**src/rtl/elevator_pkg.sv**
```systemverilog
// Shared types and helpers for the elevator scheduler.
package elevator_pkg;

    localparam int NUM_FLOORS_DEF = 6;

    typedef logic [5:0] floor_t;

    typedef enum logic [1:0] {
        IDLE      = 2'd0,
        MOVE_UP   = 2'd1,
        MOVE_DOWN = 2'd2,
        DOOR_OPEN = 2'd3
    } sched_state_t;

    function automatic logic floor_is_onehot(input logic [31:0] f);
        return $onehot(f);
    endfunction

endpackage

```
**src/rtl/elevator_scheduler_floor_compare.sv**
```systemverilog
// Classifies outstanding requests relative to the car: at, above or below it.
module floor_compare #(
    parameter int N = 6
) (
    input  logic [N-1:0] pending_i,
    input  logic [N-1:0] current_i,
    output logic         here_o,
    output logic         above_o,
    output logic         below_o
);
    logic seen;

    assign here_o = |(pending_i & current_i);

    // Bits before the car's bit are below it, bits after are above it.
    always_comb begin
        seen    = 1'b0;
        above_o = 1'b0;
        below_o = 1'b0;
        for (int i = 0; i < N; i++) begin
            if (current_i[i]) begin
                seen = 1'b1;
            end else if (seen) begin
                above_o = above_o | pending_i[i];
            end else begin
                below_o = below_o | pending_i[i];
            end
        end
    end

endmodule

```
**src/rtl/elevator_scheduler.sv**
```systemverilog
// Elevator car scheduler: latches calls, sequences moves and door dwell.
// Optional DOOR_HOLD_EN: holdDoor keeps the door open while asserted.
module elevator_scheduler
    import elevator_pkg::*;
#(
    parameter int NUM_FLOORS  = NUM_FLOORS_DEF,
    parameter int DOOR_CYCLES = 4
) (
    input  logic                  Clock,
    input  logic                  Reset,
    input  logic [NUM_FLOORS-1:0] callReq,
    input  logic [NUM_FLOORS-1:0] currentFloor,
    input  logic                  holdDoor,
    output logic                  Up,
    output logic                  Down,
    output logic                  doorOpen,
    output logic [NUM_FLOORS-1:0] pending,
    output logic                  floorError,
    output sched_state_t          state_o
);
    localparam logic [7:0] RELOAD = 8'(DOOR_CYCLES - 1);

    sched_state_t          state_q, state_d;
    logic [NUM_FLOORS-1:0] pending_q, pending_d, clr;
    logic [7:0]            timer_q, timer_d;
    logic                  dir_q, dir_d;
    logic                  valid, here, above, below, door_call, hold_req;

`ifdef DOOR_HOLD_EN
    assign hold_req = holdDoor;
`else
    logic unused_hold;
    assign unused_hold = holdDoor;
    assign hold_req    = 1'b0;
`endif

    floor_compare #(.N(NUM_FLOORS)) u_cmp (
        .pending_i(pending_q),
        .current_i(currentFloor),
        .here_o   (here),
        .above_o  (above),
        .below_o  (below)
    );

    assign valid      = floor_is_onehot(32'(currentFloor));
    assign floorError = ~valid;
    assign door_call  = |(callReq & currentFloor);

    always_comb begin
        state_d = state_q;
        timer_d = timer_q;
        dir_d   = dir_q;
        if (!valid) begin
            state_d = IDLE;
        end else begin
            case (state_q)
                IDLE, MOVE_UP: begin
                    if (here)       state_d = DOOR_OPEN;
                    else if (above) state_d = MOVE_UP;
                    else if (below) state_d = MOVE_DOWN;
                    else            state_d = IDLE;
                end
                MOVE_DOWN: begin
                    if (here)       state_d = DOOR_OPEN;
                    else if (below) state_d = MOVE_DOWN;
                    else if (above) state_d = MOVE_UP;
                    else            state_d = IDLE;
                end
                DOOR_OPEN: begin
                    if (door_call || hold_req) begin
                        timer_d = RELOAD;
                    end else if (timer_q != 8'd0) begin
                        timer_d = timer_q - 8'd1;
                    end else if (dir_q) begin
                        state_d = above ? MOVE_UP : (below ? MOVE_DOWN : IDLE);
                    end else begin
                        state_d = below ? MOVE_DOWN : (above ? MOVE_UP : IDLE);
                    end
                end
                default: state_d = IDLE;
            endcase
        end
        if (state_d == DOOR_OPEN && state_q != DOOR_OPEN) timer_d = RELOAD;
        if (state_d == MOVE_UP)        dir_d = 1'b1;
        else if (state_d == MOVE_DOWN) dir_d = 1'b0;
    end

    // Clearing is suppressed while the position is untrustworthy; calls still latch.
    assign clr       = (valid && (state_d == DOOR_OPEN || state_q == DOOR_OPEN))
                       ? currentFloor : '0;
    assign pending_d = (pending_q | callReq) & ~clr;

    always_ff @(posedge Clock) begin
        if (Reset) begin
            state_q   <= IDLE;
            pending_q <= '0;
            timer_q   <= 8'd0;
            dir_q     <= 1'b1;
        end else begin
            state_q   <= state_d;
            pending_q <= pending_d;
            timer_q   <= timer_d;
            dir_q     <= dir_d;
        end
    end

    assign Up       = (state_q == MOVE_UP);
    assign Down     = (state_q == MOVE_DOWN);
    assign doorOpen = (state_q == DOOR_OPEN);
    assign pending  = pending_q;
    assign state_o  = state_q;

endmodule

```
**config.mk**
```make
export PLATFORM = sky130hd
export DESIGN_NAME = elevator_scheduler
export DESIGN_NICKNAME = d
export VERILOG_FILES = /design/src/rtl/elevator_pkg.sv /design/src/rtl/elevator_scheduler_floor_compare.sv /design/src/rtl/elevator_scheduler.sv
export SDC_FILE = /design/constraint.sdc
export NUM_CORES = 1
export LEC_CHECK = 0
export CORE_AREA = 5 5 55 57
export CTS_CLUSTER_SIZE = 40
export DETAILED_ROUTE_END_ITERATION = 8
export DIE_AREA = 0 0 60 62
export GPL_ROUTABILITY_DRIVEN = 1
export GPL_TIMING_DRIVEN = 0
export PLACE_DENSITY = 0.84
export SYNTH_ARGS = -nofsm -noshare
export SYNTH_HDL_FRONTEND = slang
export SYNTH_SLANG_ARGS = --single-unit
```
**constraint.sdc**
```tcl
create_clock -name Clock -period 6.7 [get_ports Clock]
set_clock_uncertainty 0.1 [all_clocks]
set_input_delay 0.67 -clock Clock [delete_from_list [all_inputs] [get_ports Clock]]
set_output_delay 0.67 -clock Clock [all_outputs]
set_load 0.1 [all_outputs]
```
==> results_dict.tcl <==
set metrics [dict create \
    io_pins 27 \
    synth-seq-cells 17 \
    status "completed" \
    synth_top_area_cell "dfxtp_1" \
    crit_fanout 6 \
    netlist-cell-type-count 40 \
    antenna-diode-count 0 \
    grt_start_max_net_pins 11 \
    drive_gt1_share_pct 15.3 \
    portBuffers 25 \
    clkTransAtPathRegs_ns 0.10 \
    synth_edf_count 0 \
    leakage_uw 0.000548 \
    cts_root_buf "clkbuf_4" \
    die_h_um 62 \
    required_ns 5.93 \
    die_w_um 60 \
    worst-setup-path-type "in -> out" \
    fmax_mhz 188 \
    period_share_pct 79.4 \
    startpoint_type "input pin" \
    cts_resized 0 \
    cts_made_buffers 3 \
    fin_cells 187 \
    drt_iter0_drc 37 \
    ant_nets 0 \
    final-hold-violation-count 0 \
    mappedNetlistArea_sq_mm 0.00117 \
    maxSlewHeadroom_pct 33.7 \
    slew_viol_final 0 \
    grt_pass1_vias 1090 \
    max_cap_violations 0 \
    grt_antenna_before_repair 0 \
    vias 1119 \
    post-dp-hpwl_um 2280 \
    core_sq_mm 0.00243 \
    p_per_area_mw_per_mm2 233 \
    ys_seq_area_share_pct 29.1 \
    wl_per_cell_um 15.2 \
    netlist_instances 128 \
    fin_nets 179 \
    grt_usage_pct 17.1 \
    firstDrtPassIters 4 \
    grt_overflow 0 \
    min_period_ns 5.32 \
    setup_viol 0 \
    cts_tree "yes" \
    worstSetupEndpointType "output port" \
    routed_wl_um 2840 \
    dieArea_sq_mm 0.00372 \
    yosysWarnings 0 \
    dp_cells 183 \
    htreeDepth 1 \
    grt_pass1_wl_um 4910 \
    viasPerCell 5.98 \
    rsz0062_at_grt "no" \
    crit_arrival_ns 4.55 \
    ys.flop_type "dfxtp_1" \
    routabilityCongestion 0.859 \
    fillers 218 \
    rows 18 \
    totalPowerFinal_uw 346 \
    clkLatencyLatePin_ns 0.28 \
    ff2ff_setup_slack_ns 4.03 \
    drc 0 \
    peakVddDrop_v 0.000155 \
    worstHoldPathType "reg -> reg" \
    ys_async_sr_fraction_pct 0 \
    yosys-top-cells-area "dfxtp_1 29%, a211oi_2 13%, fa_1 5.1%" \
    postSynthAreaPerCell_sq_um 9.15 \
    cts-hold-fix-buffers 0 \
    ctsLongestPathBuffers 2 \
    synth.top_cell.area_share_pct 29.1 \
    finalSetupTns_ns 0 \
    tightestPinTransition_ns 0.992 \
    post-cts-setup-buffers 0 \
    syn_nets 149 \
    area_growth_pct 26.9 \
    initial_core_util_pct 48.1 \
    clock-sinks 17 \
]
[worst max-delay path: stages]
cell and delay (ns):
clkdlybuf4s50_1 0.56, fa_1 0.59, inv_1 0.05, fa_1 0.47, inv_1 0.04, ha_1 0.18
fa_1 0.48, or3b_1 0.10, clkbuf_1 0.23, clkdlybuf4s50_1 1.19
[cell usage in the layout, fill, tap and decap left out, types with 2 or more instances in the layout]
cell,n
a211oi_2,12
a21oi_1,3
a22oi_1,5
a311oi_2,2
a31oi_1,3
and3_1,2
clkbuf_1,3
clkbuf_4,3
clkdlybuf4s50_1,25
dfxtp_1,17
fa_1,3
ha_1,3
inv_1,12
nand2_1,6
nand3_1,4
nor2_1,9
nor2b_1,6
nor3_1,3
nor4_1,2
nor4b_1,2
o21ai_0,2
o21ai_1,3
or3b_1,2
or4_1,2
xnor2_1,5
[metrics by stage]
step	setup WS (ns)	area [sq um]	hold WS [ns]	util (%)
final	1.38	1490	0.437	61.1
after global routing	1.19	1490	0.456	61.1
after CTS	1.35	1490	0.433	61.1
after detailed placement	1.33	1460	0.410	60.0
after global placement	1.39	1460	0.409	60.0
after floorplan	2.17	1170	0.379	-
[final timing paths]
check	start	end	depth (start not counted)
setup / recovery	currentFloor[0]	floorError	10
hold / removal	dir_q$_SDFFE_PP1N_	dir_q$_SDFFE_PP1N_	2
setup reg to reg	timer_q[0]$_SDFFE_PP0P_	timer_q[1]$_SDFFE_PP0P_	9
hold reg to reg	dir_q$_SDFFE_PP1N_	dir_q$_SDFFE_PP1N_	2
[state kept, by name, indices dropped and copies added (netlist names)]
register  flops
state_o       2
pending       6
dir_q         1
timer_q       8
[area by class of cell]
type	count	area, sq um	share of cell area (%)
multi-input cells	95	763	51.3
flip-flops and latches	17	340	22.9
repair buffers	25	250	16.8
inverters	12	45.0	3.03
well taps	30	37.5	2.53
clock buffers	3	22.5	1.52
plain buffers	4	22.5	1.52
clock inverters	1	5.00	0.337
[synthesized netlist by cell type (2+ instances only)]
library cell   n
a22oi_1        5
nor2_1         9
nor4_1         2
a21oi_1        3
or4_1          2
o21ai_0        2
fa_1           3
nor2b_1        6
a311oi_2       2
nor4b_1        2
dfxtp_1       17
nand3_1        4
a31oi_1        3
ha_1           3
xnor2_1        5
inv_1         12
a211oi_2      12
nand2_1        6
or3b_1         2
and3_1         2
o21ai_1        3
nor3_1         3
clkbuf_1       3
[power by group]
group / switching (uW) / leakage, uW / internal (uW)
combinational: 117 / 0.000391 / 55.1
sequential: 9.93 / 0.000139 / 110
clock: 31.4 / 0.0000177 / 22.1
[cells by family (layout without fill, tap and decap cells)]
logic type	after synthesis	after routing	share of synthesized area [%]
adders and majority gates	6	6	8.33
DFF	17	17	29.1
xor gates and xnor gates	6	6	4.49
buffers and inverters	16	45	5.77
AOI/OAI and AO/OA	41	41	32.4
and+or+nand+nor	42	42	20.0
[metal layers]
| layer | up-vias | wire, um | GRT usage [%] |
|---|---|---|---|
| met5 | - | 0 | 0 |
| met4 | 0 | 55 | 7.28 |
| met3 | 6 | 138 | 0.826 |
| met2 | 34 | 1440 | 29.9 |
| met1 | 536 | 1210 | 21.9 |
| li1 | 543 | - | - |
Note: power is estimated with default switching activity, not from simulation.
